==> config.mk <==
export PLATFORM = sky130hd
export DESIGN_NAME = shift_register_param_flat
export DESIGN_NICKNAME = d
export VERILOG_FILES = /design/src/rtl/shift_register_param_if.sv /design/src/rtl/shift_register_param.sv /design/src/flat_wrapper.sv
export SDC_FILE = /design/constraint.sdc
export NUM_CORES = 1
export LEC_CHECK = 0
export ABC_AREA = 1
export BUFFER_PORTS_ARGS = -buffer_cell sky130_fd_sc_hd__buf_2
export CAP_MARGIN = 20
export CORE_UTILIZATION = 45
export CTS_BUF_LIST = sky130_fd_sc_hd__clkbuf_4 sky130_fd_sc_hd__clkbuf_8
export CTS_CLUSTER_SIZE = 16
export DETAILED_ROUTE_END_ITERATION = 6
export PLACE_DENSITY_LB_ADDON = 0.12
export SETUP_SLACK_MARGIN = 0.4
export SLEW_MARGIN = 20
export SYNTH_ARGS = -nofsm -noshare
export SYNTH_HDL_FRONTEND = slang
export SYNTH_SLANG_ARGS = --single-unit
==> constraint.sdc <==
create_clock -name clk -period 1.1 [get_ports clk]
set_input_delay 0.22 -clock clk [delete_from_list [all_inputs] [get_ports clk]]
set_output_delay 0.22 -clock clk [all_outputs]
set_load 0.005 [all_outputs]
==> src/rtl/shift_register_param_if.sv <==
// Bundle of control, data and status signals for shift_register_param.
// master drives clear/mode/data, slave (the register) returns outputs and fill status.
interface shift_register_param_if #(
   parameter int WIDTH = 1,
   parameter int DEPTH = 16
);
   localparam int CW = $clog2(DEPTH + 1);

   logic                   clr;
   logic [1:0]             mode;
   logic [WIDTH-1:0]       ser_in;
   logic [WIDTH*DEPTH-1:0] par_in;
   logic [WIDTH-1:0]       ser_out;
   logic [WIDTH*DEPTH-1:0] par_out;
   logic [CW-1:0]          fill_cnt;
   logic                   full;

   modport master (
      output clr, mode, ser_in, par_in,
      input  ser_out, par_out, fill_cnt, full
   );

   modport slave (
      input  clr, mode, ser_in, par_in,
      output ser_out, par_out, fill_cnt, full
   );
endinterface

==> src/rtl/shift_register_param.sv <==
// DEPTH x WIDTH shift register with hold, forward/backward shift, parallel load,
// synchronous clear and a saturating fill counter. Stage 0 is the entry end.
module shift_register_param #(
   parameter int WIDTH = 1,
   parameter int DEPTH = 16
) (
   input logic                   clk,
   input logic                   rst_n,
   shift_register_param_if.slave bus
);
   localparam int CW = $clog2(DEPTH + 1);
   localparam logic [CW-1:0] FULL_CNT = CW'(DEPTH);

   typedef enum logic [1:0] {
      MODE_HOLD = 2'b00,
      MODE_FWD  = 2'b01,
      MODE_BWD  = 2'b10,
      MODE_LOAD = 2'b11
   } mode_e;

   logic [DEPTH-1:0][WIDTH-1:0] stage_q, stage_d;
   logic [CW-1:0]               fill_q, fill_d;
   logic [CW-1:0]               fill_inc;

   // Counter tracks entries only and sticks at DEPTH once every stage has been written.
   assign fill_inc = (fill_q == FULL_CNT) ? fill_q : fill_q + CW'(1);

   always_comb begin
      stage_d = stage_q;
      fill_d  = fill_q;
      if (bus.clr) begin
         stage_d = '0;
         fill_d  = '0;
      end else begin
         case (bus.mode)
            MODE_FWD: begin
               stage_d[0] = bus.ser_in;
               for (int i = 1; i < DEPTH; i++) stage_d[i] = stage_q[i-1];
               fill_d = fill_inc;
            end
            MODE_BWD: begin
               stage_d[DEPTH-1] = bus.ser_in;
               for (int i = 0; i < DEPTH - 1; i++) stage_d[i] = stage_q[i+1];
               fill_d = fill_inc;
            end
            MODE_LOAD: begin
               stage_d = bus.par_in;
               fill_d  = FULL_CNT;
            end
            default: ;
         endcase
      end
   end

   always_ff @(posedge clk or negedge rst_n) begin
      if (!rst_n) begin
         stage_q <= '0;
         fill_q  <= '0;
      end else begin
         stage_q <= stage_d;
         fill_q  <= fill_d;
      end
   end

   // Exit end follows the shift direction: stage 0 when shifting backward.
   assign bus.ser_out  = (bus.mode == MODE_BWD) ? stage_q[0] : stage_q[DEPTH-1];
   assign bus.par_out  = stage_q;
   assign bus.fill_cnt = fill_q;
   assign bus.full     = (fill_q == FULL_CNT);
endmodule

==> src/flat_wrapper.sv <==
// flat-port wrapper written by rule: the top's interface ports become plain ports
module shift_register_param_flat 
#(
   parameter int WIDTH = 1,
   parameter int DEPTH = 16
)
  (clk, rst_n, bus_clr, bus_mode, bus_ser_in, bus_par_in, bus_ser_out, bus_par_out, bus_fill_cnt, bus_full);
  shift_register_param_if #(.WIDTH(WIDTH), .DEPTH(DEPTH)) bus_i ();
  input logic clk;
  input logic rst_n;
  input wire logic [$bits(bus_i.clr)-1:0] bus_clr;
  input wire logic [$bits(bus_i.mode)-1:0] bus_mode;
  input wire logic [$bits(bus_i.ser_in)-1:0] bus_ser_in;
  input wire logic [$bits(bus_i.par_in)-1:0] bus_par_in;
  output wire logic [$bits(bus_i.ser_out)-1:0] bus_ser_out;
  output wire logic [$bits(bus_i.par_out)-1:0] bus_par_out;
  output wire logic [$bits(bus_i.fill_cnt)-1:0] bus_fill_cnt;
  output wire logic [$bits(bus_i.full)-1:0] bus_full;
  assign bus_i.clr = bus_clr;
  assign bus_i.mode = bus_mode;
  assign bus_i.ser_in = bus_ser_in;
  assign bus_i.par_in = bus_par_in;
  assign bus_ser_out = bus_i.ser_out;
  assign bus_par_out = bus_i.par_out;
  assign bus_fill_cnt = bus_i.fill_cnt;
  assign bus_full = bus_i.full;
  shift_register_param #(.WIDTH(WIDTH), .DEPTH(DEPTH)) u_core (.clk(clk), .rst_n(rst_n), .bus(bus_i));
endmodule
Word-level counts from Yosys, hierarchy flattened
Index checks and enable logic that the tools add are counted.
Widths: inputs -> output; s select.
{"block": "totals", "ff_bits": 21, "latchBits": 0, "mem_bits_rw": 0, "romBits": 0, "input_bits": 22, "out_inout_bits": 23, "elab_cells": 33, "mem_count": 0}
{"block": "op_classes", "add_sub_neg": 1, "multipliers": 0, "n_div": 0, "n_lt_le_gt_ge": 0, "n_eq_ne": 5, "n_shift": 0, "n_mux": 6, "bitwise": 0, "n_reduce_logical": 4}
{"cell": "$pmux 16 s3", "count": 1}
{"cell": "$mux 16", "count": 1}
{"cell": "$mux 5", "count": 2}
{"cell": "$pmux 5 s2", "count": 1}
{"cell": "$add 5x1->5 const B", "count": 1}
{"cell": "$eq 5x5->1 const B", "count": 1}
{"cell": "$eq 2x2->1 const B", "count": 2}
{"cell": "$reduce_bool 4->1", "count": 1}
{"cell": "$ne 3x3->1 const B", "count": 1}
{"cell": "$reduce_bool 3->1", "count": 1}
{"cell": "$eq 2x1->1 const B", "count": 1}
{"cell": "$reduce_and 2->1", "count": 1}
{"cell": "$reduce_or 2->1", "count": 1}
{"cell": "$mux 1", "count": 1}

Longest topological paths before layout
{"block": "logic_depth", "depth_word": 4, "mapped_depth": 9}

Worst setup path after synthesis
OpenSTA, ideal clock, no wires.
{"block": "synth_path", "path_type": "register to register", "from": "register u_core.fill_q[0] (netlist: u_core.bus.fill_cnt[0])", "to": "register u_core.fill_q[4] (netlist: u_core.bus.fill_cnt[4])", "arrival_ns": 1.129, "t_required_ns": 0.982, "setup_slack_ns": -0.146, "stages_incl_launch_ff": 10, "path_buffers": 0, "cell_sequence": "dfrtp_1 inv_1 ha_1 nand2_1 inv_1 nand2_1 nand2_1 nand2_1 nand3_1 nand2_1"}
{"block": "synth_via", "elab_chain_cells": 4}
{"element": "from (decl)", "line_no": "shift_register_param.sv:22", "rtl": "logic [CW-1:0] fill_q, fill_d;"}
{"element": "from (signal assigned)", "line_no": "shift_register_param.sv:61", "rtl": "fill_q <= fill_d;"}
{"element": "$add 5x1->5", "line_no": "shift_register_param.sv:26", "rtl": "assign fill_inc = (fill_q == FULL_CNT) ? fill_q : fill_q + CW'(1);"}
{"element": "$mux 5", "line_no": "shift_register_param.sv:26"}
{"element": "$pmux 5 s2", "line_no": "shift_register_param.sv:35", "rtl": "case (bus.mode)"}
{"element": "$mux 5", "line_no": "shift_register_param.sv:31", "rtl": "if (bus.clr) begin"}
Several ways; a longest one is shown, not always the timed one. The select of a mux whose other input is x is not followed.
A chain may end at the register's enable or synchronous reset.

Final worst setup path
{"block": "layout_path", "from": "register u_core.fill_q[1] (netlist: u_core.bus.fill_cnt[1])", "to": "output bus_full"}
{"block": "layout_via", "elab_chain_cells": 1}
{"element": "$eq 5x5->1", "line_no": "shift_register_param.sv:69", "rtl": "assign bus.full = (fill_q == FULL_CNT);"}
{"element": "to (decl)", "line_no": "flat_wrapper.sv:18", "rtl": "output wire logic [$bits(bus_i.full)-1:0] bus_full;"}
Every way passes these cells.

==> summary.txt <==
Final layout
  – Seq. cell area: 526 sq um
  – Fill count: 126
  – Nets: 312
  – Final Instance Count excl. Fillers: 313
  – Share of layout cells above drive strength 1: 56.7%
  – Multi-input gate area: 0.00104 sq mm
  – Diode count: 0
  – Syn-to-layout area delta: 80.9%

Job
  – Max Cap Viol: 0

Floorplan
  – Die Ht: 57.5 um
  – # rows: 19
  – Initial Utilization: 49.0%
  – Placeable Area: 0.00283 sq mm
  – Io pins: 45
  – Die X: 57.5 um
  – Die area: 0.00331 sq mm

Synthesis
  – Post-synth EDFFs: 0
  – Post-Syn Area per Cell: 7.15 sq um
  – Sequential cell area fraction in the yosys report: 37.9%
  – Synth top cells by count: 83 x nand2_1, 30 x nand3_1, 21 x dfrtp_1
  – Synth top area cells: dfrtp_1 38%, nand2_1 22%, nand3_1 11%
  – Syn nets: 223
  – YS warnings: 0
  – Synth Register Bits: 21
  – Count leader, synth: nand2_1
  – Synth Flop Type: dfrtp_1
  – Ys async rst share: 100%
  – Yosys top cell area share: 37.9%
  – Area leader, netlist: dfrtp_1
  – Post-Syn Area: 0.00139 sq mm
  – Yosys cell types: 16
  – Synthesized instance count: 194

STA
  – # setup viols final: 21
  – Relative slew slack: 65.3%
  – Final Hold Fails: 21
  – Final worst setup slack: -0.351 ns
  – Hold Worst Slack: -0.165 ns
  – Tcrit/Tclk final: 132%
  – Crit path time final: 1.45 ns
  – Worst Max-Slew Pin Slew: 0.521 ns
  – Fmax: 689 MHz
  – Unrepaired setup endpoints after global routing: true
  – Final setup TNS: -1.99 ns
  – Clock skew: 0.0124 ns
  – Count of pins over their slew limit: 0

Setup path
  – Slowest cell on the critical path: dfrtp_1
  – Worst-case reg-to-reg path depth: 9
  – Req. time, crit path: 0.88 ns
  – CP Launch Type: flop
  – Reg-to-Reg Start: u_core.bus.fill_cnt[0]
  – Crit path kind: reg -> out
  – Worst R2R End: u_core.bus.fill_cnt[2]
  – Critical Path, Cell by Cell: inv_2, ha_4, nand2_2, inv_2, nand2_2, inv_1, buf_2
  – Highest fanout seen on the critical path: 2
  – R2R setup slack: -0.15 ns
  – CP endpoint kind: output port
  – CP arrival: 1.23 ns
  – Max incr delay on CP: 0.42 ns

Routing
  – Drt first pass iters: 6
  – Remaining routing DRC violations: 4
  – Final ANT Viol Nets: 0
  – Vias: 1805
  – Vias/cell: 5.77
  – Starting DRC count in detailed routing: 192
  – Final WL: 5.44 mm
  – DR WL/cell: 17.4 um

Clocking
  – CTS tree: yes
  – Clk_lat worst skew: 0.33 ns
  – Root Buffer: clkbuf_4
  – CTS buffer count: 3
  – Sink Count: 21
  – Max clock buf depth: 2
  – H-tree levels: 1
  – Reg clk slew, reported paths: 0.14 ns

Place
  – Port bufs: 44
  – GPL Wtd Cong: 0.805
  – Dpl cells: 272
  – Detailed placement HPWL: 2.59 mm

GRT
  – Largest net degree at the start of global routing: 22
  – Gr ovfl total: 0
  – Initial antenna violation count: 0
  – First-pass GRT wire length: 7.78 mm
  – Vias in the first global route: 1689
  – Total GRT Usage: 31.3%

Power and ir drop
  – Register share of total power: 38.4%
  – Switching power share of the total: 36.2%
  – Clk pwr share: 18.2%
  – P_int: 0.00147 W
  – Switching Power: 0.000834 W
  – Worst-case vdd ir drop: 0.773 mV
  – Leakage: 1.32 nW
  – Power Density: 918 mW/mm^2
  – Logic pwr share: 43.4%

Hold path
  – HP Class: in -> async

Status
  – Status: finished, violations left
  – Failing checks: DRC, hold timing, setup timing
state kept, by name, summed over array words and instances, names as in the netlist:
signal / flops
u_core.bus.par_out: 16
u_core.bus.fill_cnt: 5
through the flow:
step | utilization [%] | setup WS (ns) | power, W | hold WS, ns | area (sq um)
after floorplan | - | -0.0851 | 0.00123 | -0.0756 | 1490
after global placement | 62.6 | -0.300 | 0.00145 | 0.211 | 1770
after detailed placement | 62.6 | -0.336 | 0.00147 | 0.211 | 1770
after CTS | 82.6 | -0.387 | 0.00214 | -0.151 | 2340
after global routing | 88.7 | -0.414 | 0.00240 | -0.149 | 2510
final | 88.7 | -0.351 | 0.00231 | -0.165 | 2510
worst max path at each step:
| stage | start | to | slack (ns) | cells after the start |
|---|---|---|---|---|
| after floorplan | u_core.bus.fill_cnt[0] | u_core.bus.fill_cnt[0] | -0.09 | 9 |
| after global placement | bus_mode[0] | u_core.bus.par_out[8] | -0.30 | 7 |
| after detailed placement | bus_mode[0] | u_core.bus.par_out[8] | -0.34 | 7 |
| after CTS | u_core.bus.fill_cnt[0] | bus_full | -0.39 | 7 |
| after global routing | u_core.bus.fill_cnt[0] | bus_full | -0.41 | 7 |
| final | u_core.bus.fill_cnt[1] | bus_full | -0.35 | 7 |
power by group through the flow:
| stage | clock [W] | combinational (W) | sequential (W) |
|---|---|---|---|
| 2_1_floorplan | 0 | 0.000315 | 0.000914 |
| 3_3_place_gp | 0 | 0.000539 | 0.000906 |
| 3_5_place_dp | 0 | 0.000557 | 0.000910 |
| 4_1_cts | 0.000412 | 0.000854 | 0.000878 |
| 5_1_grt | 0.000444 | 0.00107 | 0.000891 |
| 6_report | 0.000418 | 0.00100 | 0.000886 |
placed cells by master, fill, tap and decap left out, drive strengths merged:
| master | Yosys | routed |
|---|---|---|
| nand3 | 30 | 30 |
| clkinvlp | 0 | 1 |
| buf | 9 | 91 |
| nand4 | 1 | 1 |
| o211ai | 13 | 13 |
| inv | 15 | 15 |
| ha | 7 | 7 |
| nand2 | 83 | 84 |
| o21ai | 4 | 4 |
| a21oi | 2 | 2 |
| clkbuf | 0 | 3 |
| clkinv | 0 | 1 |
| dfrtp | 21 | 21 |
| nor2 | 9 | 9 |
cells by family after synthesis:
| group | Yosys count | synth area share, % |
|---|---|---|
| and+or+nand+nor | 123 | 36.7 |
| buffers and inverters | 24 | 8.84 |
| AOI/OAI and AO/OA | 19 | 10.3 |
| adders and majority gates | 7 | 6.31 |
| DFF | 21 | 37.9 |
critical path, delay by kind of cell (launching register included):
family	cells	cell delay [ns]
AND/OR/NAND/NOR	2	0.09
adder cells (fa/ha/maj)	1	0.13
buffers and inverters	4	0.27
flip-flops	1	0.42
area by class of cell:
| cell class | instances | area share, % |
|---|---|---|
| timing repair inverter | 1 | 0.299 |
| sequential | 21 | 20.9 |
| tap | 31 | 1.55 |
| timing repair buffer | 91 | 31.5 |
| clock inverter | 1 | 0.199 |
| clock buffer | 3 | 0.897 |
| inverter | 15 | 3.14 |
| multi-input combinational | 150 | 41.5 |
per-layer routing:
layer / vias up / GRT usage [%] / part of all wire, %
met3: 32 / 5.44 / 7.4
met5: - / 0 / 0
met1: 848 / 34.8 / 35
met4: 0 / 20.2 / 4.7
met2: 112 / 54.7 / 53
li1: 813 / - / -
timing repair:
| action | 4_1_cts | 5_1_grt |
|---|---|---|
| resized for setup | 79 | 21 |
| cloned | 4 | 0 |
| pin swaps | 36 | 27 |
| buffers inserted | 21 | 12 |
| hold endpoints to repair | 21 | 21 |
| endpoints found under the setup margin | 44 | 44 |
(Power assumes the default switching activity.)
